## config.mk

```make
export PLATFORM = sky130hd
export DESIGN_NAME = oam_dma_ctrl
export DESIGN_NICKNAME = d
export VERILOG_FILES = /design/src/rtl/oam_dma_ctrl.sv
export SDC_FILE = /design/constraint.sdc
export NUM_CORES = 1
export LEC_CHECK = 0
export CAP_MARGIN = 20
export CORE_MARGIN = 4
export CORE_UTILIZATION = 36
export CTS_CLUSTER_DIAMETER = 150
export DETAILED_ROUTE_END_ITERATION = 8
export PLACE_DENSITY = 0.76
export SETUP_SLACK_MARGIN = 0.05
export SLEW_MARGIN = 20
export SYNTH_ARGS = -nofsm -noshare
export SYNTH_HDL_FRONTEND = slang
export SYNTH_SLANG_ARGS = --single-unit
```

## constraint.sdc

```tcl
create_clock -name clk_i -period 1.8 [get_ports clk_i]
set_input_delay 0.36 -clock clk_i [delete_from_list [all_inputs] [get_ports clk_i]]
set_output_delay 0.36 -clock clk_i [all_outputs]
set_load 0.02 [all_outputs]
```

## src/rtl/oam_dma_ctrl.sv

```systemverilog
// ---------------------------------------------------------------------------------------------
// oam_dma_ctrl
//
// Sprite-DMA controller and memory-bus arbiter sitting between the CPU core and the single-port
// system memory. While idle, CPU accesses pass straight through to memory. A CPU write to the
// DMA trigger register takes the bus away from the CPU. The block then stalls the CPU and copies
// XFER_LEN bytes from the source page {page, 8'h00..8'hFF} to the OAM data port, one read/write
// pair per byte. When the last byte is written, the bus goes back to the CPU.
//
// Ports
//   clk_i        in   clock
//   rstn_i       in   asynchronous active-low reset (also gates mem_we_o while low)
//   cpu_addr_i   in   CPU access address
//   cpu_wdata_i  in   CPU write data (source page on a trigger write)
//   cpu_we_i     in   CPU write strobe
//   cpu_stall_o  out  freezes PC/control while the DMA owns the bus
//   dma_busy_o   out  DMA in progress (any state other than idle)
//   mem_addr_o   out  memory address
//   mem_wdata_o  out  memory write data
//   mem_we_o     out  memory write enable
//   mem_rdata_i  in   memory read data, valid the cycle after the address is presented
// ---------------------------------------------------------------------------------------------

module oam_dma_ctrl #(
    parameter int unsigned              MEM_ADDR_SIZE    = 16,
    parameter logic [MEM_ADDR_SIZE-1:0] DMA_TRIGGER_ADDR = 16'h4014,
    parameter logic [MEM_ADDR_SIZE-1:0] OAM_DATA_ADDR    = 16'h2004,
    // Must be 256: the source offset is an 8-bit counter that never carries into the page.
    parameter int unsigned              XFER_LEN         = 256
) (
    input  logic                     clk_i,
    input  logic                     rstn_i,

    input  logic [MEM_ADDR_SIZE-1:0] cpu_addr_i,
    input  logic [7:0]               cpu_wdata_i,
    input  logic                     cpu_we_i,
    output logic                     cpu_stall_o,
    output logic                     dma_busy_o,

    output logic [MEM_ADDR_SIZE-1:0] mem_addr_o,
    output logic [7:0]               mem_wdata_o,
    output logic                     mem_we_o,
    input  logic [7:0]               mem_rdata_i
);

    localparam logic [7:0] LastOffs = 8'(XFER_LEN - 1);

    typedef enum logic [2:0] {
        StIdle,
        StHalt,
        StAlign,
        StRd,
        StWr
    } state_e;

    state_e     state_q, state_d;
    logic [7:0] page_q;
    logic [7:0] offs_q;
    logic       parity_q;

    logic       trig_hit;
    logic       last_byte;

    // Only an idle controller can accept a trigger; while busy every CPU input is ignored.
    assign trig_hit  = (state_q == StIdle) && cpu_we_i && (cpu_addr_i == DMA_TRIGGER_ADDR);
    assign last_byte = (offs_q == LastOffs);

    // ------------------------------------------------------------------
    // State register
    // ------------------------------------------------------------------
    always_ff @(posedge clk_i or negedge rstn_i) begin
        if (!rstn_i) begin
            state_q <= StIdle;
        end else begin
            state_q <= state_d;
        end
    end

    // ------------------------------------------------------------------
    // Datapath registers: source page, byte offset and the cycle-parity flop
    // ------------------------------------------------------------------
    always_ff @(posedge clk_i or negedge rstn_i) begin
        if (!rstn_i) begin
            page_q   <= 8'h00;
            offs_q   <= 8'h00;
            parity_q <= 1'b0;
        end else begin
            // Free-running: tracks odd/even bus cycles whether or not a DMA is running.
            parity_q <= ~parity_q;
            if (trig_hit) begin
                page_q <= cpu_wdata_i;
                offs_q <= 8'h00;
            end else if ((state_q == StWr) && !last_byte) begin
                offs_q <= offs_q + 8'h01;
            end
        end
    end

    // ------------------------------------------------------------------
    // Next-state logic
    // ------------------------------------------------------------------
    always_comb begin
        state_d = state_q;
        unique case (state_q)
            StIdle: begin
                if (trig_hit) begin
                    state_d = StHalt;
                end
            end
            StHalt: begin
                // An odd cycle at HALT costs one extra alignment cycle before the first read.
                state_d = parity_q ? StAlign : StRd;
            end
            StAlign: begin
                state_d = StRd;
            end
            StRd: begin
                state_d = StWr;
            end
            StWr: begin
                state_d = last_byte ? StIdle : StRd;
            end
            default: begin
                state_d = StIdle;
            end
        endcase
    end

    // ------------------------------------------------------------------
    // Output logic
    // ------------------------------------------------------------------
    always_comb begin
        mem_addr_o  = cpu_addr_i;
        mem_wdata_o = cpu_wdata_i;
        mem_we_o    = 1'b0;
        unique case (state_q)
            StIdle: begin
                // Pass-through; the trigger write itself never reaches memory, and nothing is
                // written while reset is held.
                mem_we_o = cpu_we_i && !trig_hit && rstn_i;
            end
            StHalt, StAlign: begin
                mem_we_o = 1'b0;
            end
            StRd: begin
                mem_addr_o = MEM_ADDR_SIZE'({page_q, offs_q});
            end
            StWr: begin
                // Read data belongs to the address presented during the preceding RD cycle.
                mem_addr_o  = OAM_DATA_ADDR;
                mem_wdata_o = mem_rdata_i;
                mem_we_o    = 1'b1;
            end
            default: begin
                mem_we_o = 1'b0;
            end
        endcase
    end

    assign dma_busy_o  = (state_q != StIdle);
    assign cpu_stall_o = dma_busy_o;

endmodule

```

# Word-level counts from Yosys, hierarchy flattened
# Cells that the tools add are included.
dict set report classes {
  eq_ne 7
  div_mod_pow 0
  mul 0
  magnitude_cmp 0
  n_bitwise 1
  n_shift 0
  addsub 1
  reduce_logical 10
  mux 9
}
# cell n
set op_table {}
lappend op_table {{16-bit one-hot mux with 2 select lines} 1}
lappend op_table {{8-bit two-way mux} 3}
lappend op_table {{16-bit by 15-bit equality test with 1-bit output (second input constant)} 1}
lappend op_table {{3-bit one-hot mux with 5 select lines} 1}
lappend op_table {{8-bit by 1-bit adder with 8-bit output (second input constant)} 1}
lappend op_table {{8-bit equality test (second input constant)} 1}
lappend op_table {{3-bit by 2-bit equality test with 1-bit output (second input constant)} 2}
lappend op_table {{1-bit logical AND} 5}
lappend op_table {{3-bit by 1-bit equality test with 1-bit output (second input constant)} 1}
lappend op_table {{3-bit equality test (second input constant)} 1}
lappend op_table {{3-bit logical NOT} 1}
lappend op_table {{3-bit two-way mux} 1}
lappend op_table {{3-bit nonzero test} 1}
lappend op_table {{1-bit logical NOT} 2}
lappend op_table {{2-bit two-way mux} 1}
lappend op_table {{2-bit inequality test (second input constant)} 1}
lappend op_table {{1-bit one-hot mux with 2 select lines} 1}
lappend op_table {{2-bit nonzero test} 1}
lappend op_table {{1-bit two-way mux} 1}
lappend op_table {{1-bit inverter} 1}
dict set report totals {
  output_inout_bits 27
  in_bits 35
  ram_bits 0
  word_cells 32
  latch_bits 0
  mem_count 0
  register_bits 20
  rom_bits 0
}

# Logic depth before layout (Yosys ltp)
dict set report logic_depth {
  word_depth 7
  ltp_mapped 7
}

# Worst setup path after synthesis
# Ideal clock, no wire load.
dict set report synth_path {
  path_kind {reg-to-output}
  from {reg state_q[1]}
  to {out mem_addr_o[0]}
  required_time_ns 1.440
  arrival_time_ns 1.569
  path_slack_ns -0.129
  n_path_buf 2
  path_stages_with_launch 8
  cell_sequence {dfrtp_1 > buf_2 > nand2_1 > or2_2 > inv_1 > nor2_1 > clkbuf_1 > a22o_1}
}
dict set report synth_between {
  elab_chain_len 2
}
# element line_no
set synth_lines {}
lappend synth_lines {{start, declared} 56} ;# state_e state_q, state_d;
lappend synth_lines {{start signal, assigned} 73} ;# state_q <= StIdle;
lappend synth_lines {{start signal, assigned} 75} ;# state_q <= state_d;
lappend synth_lines {{3-bit equality test / 3-bit by 2-bit equality test with 1-bit output (equally long branches)} 136} ;# unique case (state_q)
lappend synth_lines {{16-bit one-hot mux with 2 select lines (*)} 136}
lappend synth_lines {{end, declared} 40} ;# output logic [MEM_ADDR_SIZE-1:0] mem_addr_o,
# Mark *: on every way between the ends. The rest lies on a longest branch, timed or not.

# Final worst setup path
dict set report layout_path {
  from {reg state_q[0]}
  to {out mem_addr_o[12]}
}
# The elaborated chain is that of the path after synthesis.

==> summary.md <==
| Metric | Value |
|---|---|
| Outcome | `finished, violations left` |
| Failing checks | `setup timing` |
| First-pass GRT wire length | `7130 microns` |
| Detailed Place HPWL | `3360 microns` |
| CTS max path bufs | `2` |
| GP Congestion | `0.815` |
| Sink Count | `20` |
| CP startpoint kind | `register` |
| Die ar. | `0.00453 sq mm` |
| Critical Path, Cell by Cell | `buf_6 > nor3b_4 > nor2_4 > clkbuf_16 > a22o_4 > buf_6` |
| Post-synthesis sequential area ratio | `39.6%` |
| Fraction of layout cells with a size suffix above 1 | `50.2%` |
| Commonest cells after routing, fill and taps aside | `buf_6 (29), buf_4 (26), nand2_1 (20)` |
| Post-DP Area | `0.00220 sq mm` |
| Internal reg-to-reg setup slack | `-210 ps` |
| CP max stage cell | `dfrtp_2` |
| Tightest Pin Transition | `278 ps` |
| Count of final max-slew check failures | `0` |
| Drt pass-1 iters | `4` |
| Setup-failing EPs final | `28` |
| Slowest stage delay, CP | `460 ps` |
| Rows | `21` |
| Tot GR Track Use | `20.9%` |
| # diodes | `0` |
| Syn Area/Cell | `9.23 sq um` |
| Worst path bufs/invs | `3` |
| FF-to-FF Start | `state_q[0]` |
| Inst Count DP | `264` |
| Fin crit share | `117%` |
| Die Wd | `67.3 microns` |
| Hold Violations, Final | `0` |
| Initial Utilization | `37.6%` |
| Worst hold path type | `in -> async` |
| ANT nets after route | `0` |
| Reg2reg end | `offs_q[5]` |
| Crit path time final | `2100 ps` |
| Max Fclk | `476 MHz` |
| Initial antenna violation count | `0` |
| Post-Syn Instances | `137` |
| Layout area overhead | `97.3%` |
| Reg2Reg Depth | `6` |
| Worst path required time | `1440 ps` |
| Crit path arrival time | `1740 ps` |
| GRT overflow | `0` |
| Setup ws final | `-301 ps` |
| Synth cell types | `40` |
| I/O Buffers | `61` |
| CORE AREA | `0.00336 sq mm` |
| Crit path top cell by count | `buf_6` |
| Clk_skew | `11.6 ps` |
| IO Count | `62` |
| Clock Latency Late Sink | `330 ps` |
| CTS root buffer | `clkbuf_4` |
| CP Capture Type | `primary output` |
| Largest net degree at the start of global routing | `21` |
| Leak | `1.21 nW` |
| Vias | `1470` |
| Final instance area | `0.00250 sq mm` |
| Vias/cell | `5.38` |
| Vias in the first global route | `1477` |
| CP Class | `reg -> out` |
| Slew HR | `81.5%` |
| Setup TNS | `-7090 ps` |
| Maximum vdd ir drop | `0.810 mV` |
| Fin cells | `273` |
| CTS H-tree depth | `1` |
| Pwr dens | `1340 mW/mm^2` |
| Die Y | `67.3 microns` |
| Max Fanout on Critical Path | `7` |
| #FFs+latches synth | `20` |
| Commonest non-fill, non-tap cell in the layout | `buf_6` |
| RSZ-0062 raised after global routing | `true` |
| Fin nets | `264` |
| Num CTS Buffers | `3` |
| Yosys warning count | `0` |
| Clk slew on worst S/H paths | `130 ps` |
| DRT iter0 DRCs | `82` |
| Hold buffers post-CTS | `0` |
| Maxcap violations | `0` |
| Util after Layout | `74.2%` |
| Wirelength per Cell | `18.6 microns` |
| Total Wirelength | `5080 microns` |
| DRC viols | `0` |
| CP delay by family, top | `flip-flops` |
| Syn Nets | `173` |
| TritonCTS clock tree | `yes` |
| Mapped Area | `0.00126 sq mm` |
[how the worst max path moves through the flow]
stage / from / to / slack [ps] / cells after the start
final: state_q[0] / mem_addr_o[12] / -300 / 6
after global routing: state_q[0] / mem_addr_o[12] / -360 / 6
after CTS: state_q[0] / mem_wdata_o[4] / -290 / 6
after detailed placement: cpu_addr_i[9] / mem_we_o / -820 / 6
after global placement: cpu_addr_i[1] / mem_we_o / -700 / 6
after floorplan: state_q[1] / mem_addr_o[0] / 50 / 7
[worst register-to-register path: cells and delay by family (launching register included)]
| kind | cells | cell delay (ps) |
|---|---|---|
| xor gates and xnor gates | 1 | 170 |
| buffers and inverters | 2 | 310 |
| DFF | 1 | 460 |
| and+or+nand+nor | 3 | 1020 |
[area by class of cell]
| class | count | area (sq um) |
|---|---|---|
| tap | 46 | 57.6 |
| inverter | 3 | 13.8 |
| fill | 233 | 867 |
| timing repair buffer | 95 | 967 |
| sequential | 20 | 503 |
| clock buffer | 4 | 36.3 |
| multi-input combinational | 105 | 918 |
[synth_stat cells (all sizes together)]
master  count  share of area (%)
clkbuf      3               0.89
and4        1               0.69
nor4        2               0.99
a211oi      1               0.59
buf         6                3.4
dfrtp      20                 40
and3        1               0.49
o211ai      1               0.59
nor2b       1               0.49
nor4bb      1               0.79
nand4       4                2.0
nand3       4                1.6
or4b        1               0.79
or3b        1               0.69
inv         3               0.89
nand2      28                8.3
a22o       14                9.7
xnor2       2                1.4
and4bb      1               0.99
mux2i       3                2.4
o21ai       5                2.0
or3         2               0.99
or2         2               0.99
nor4b       1               0.69
ha          1               0.99
mux2        8                7.1
o21a        1               0.59
nand2b      1               0.49
and4b       1               0.79
a21oi       1               0.40
nor3        1               0.40
xor2        2                1.4
nor3b       1                1.5
o22a        2                1.4
nor2       10                3.2
[state kept, by name, indices dropped and copies added (netlist names)]
| name | flops |
|---|---|
| state_q | 3 |
| parity_q | 1 |
| offs_q | 8 |
| page_q | 8 |
[kinds of logic after synthesis]
kind of cell | after synthesis | share of synthesized area [%]
fa+ha+maj | 1 | 0.989
compound gates | 25 | 15.2
simple gates | 64 | 26.8
mux | 11 | 9.50
xor+xnor | 4 | 2.77
flops | 20 | 39.6
buf+inv | 12 | 5.14
[power breakdown]
| part | switching, W | internal, W | total [W] |
|---|---|---|---|
| logic | 0.00110 | 0.00125 | 0.00235 |
| registers | 0.000143 | 0.000561 | 0.000704 |
| clock network | 0.000161 | 0.000124 | 0.000285 |
| total | 0.00140 | 0.00193 | 0.00334 |
[through the flow]
step           power (W)  hold WS (ps)  worst slack [ps]
6_report         0.00334           426              -301
5_1_grt          0.00351           425              -360
3_3_place_gp     0.00264           410              -702
4_1_cts          0.00292           424              -295
2_1_floorplan    0.00183          64.4              50.7
3_5_place_dp     0.00269           419              -822
[timing repair]
item                       4_1_cts  5_1_grt
buffers inserted                 2        1
pin swaps                        6       13
setup endpoints to repair       44       44
cloned                           0        2
resized for setup              152       71
[metal layers]
metal | share of wire (%) | routed length [microns] | GRT usage [%]
met2 | 54 | 2770 | 36.0
met5 | 0 | 0 | 0
met1 | 39 | 2000 | 27.0
met4 | 2.4 | 123 | 6.84
met3 | 3.8 | 194 | 2.66
Power figures use the tool's default switching activity.
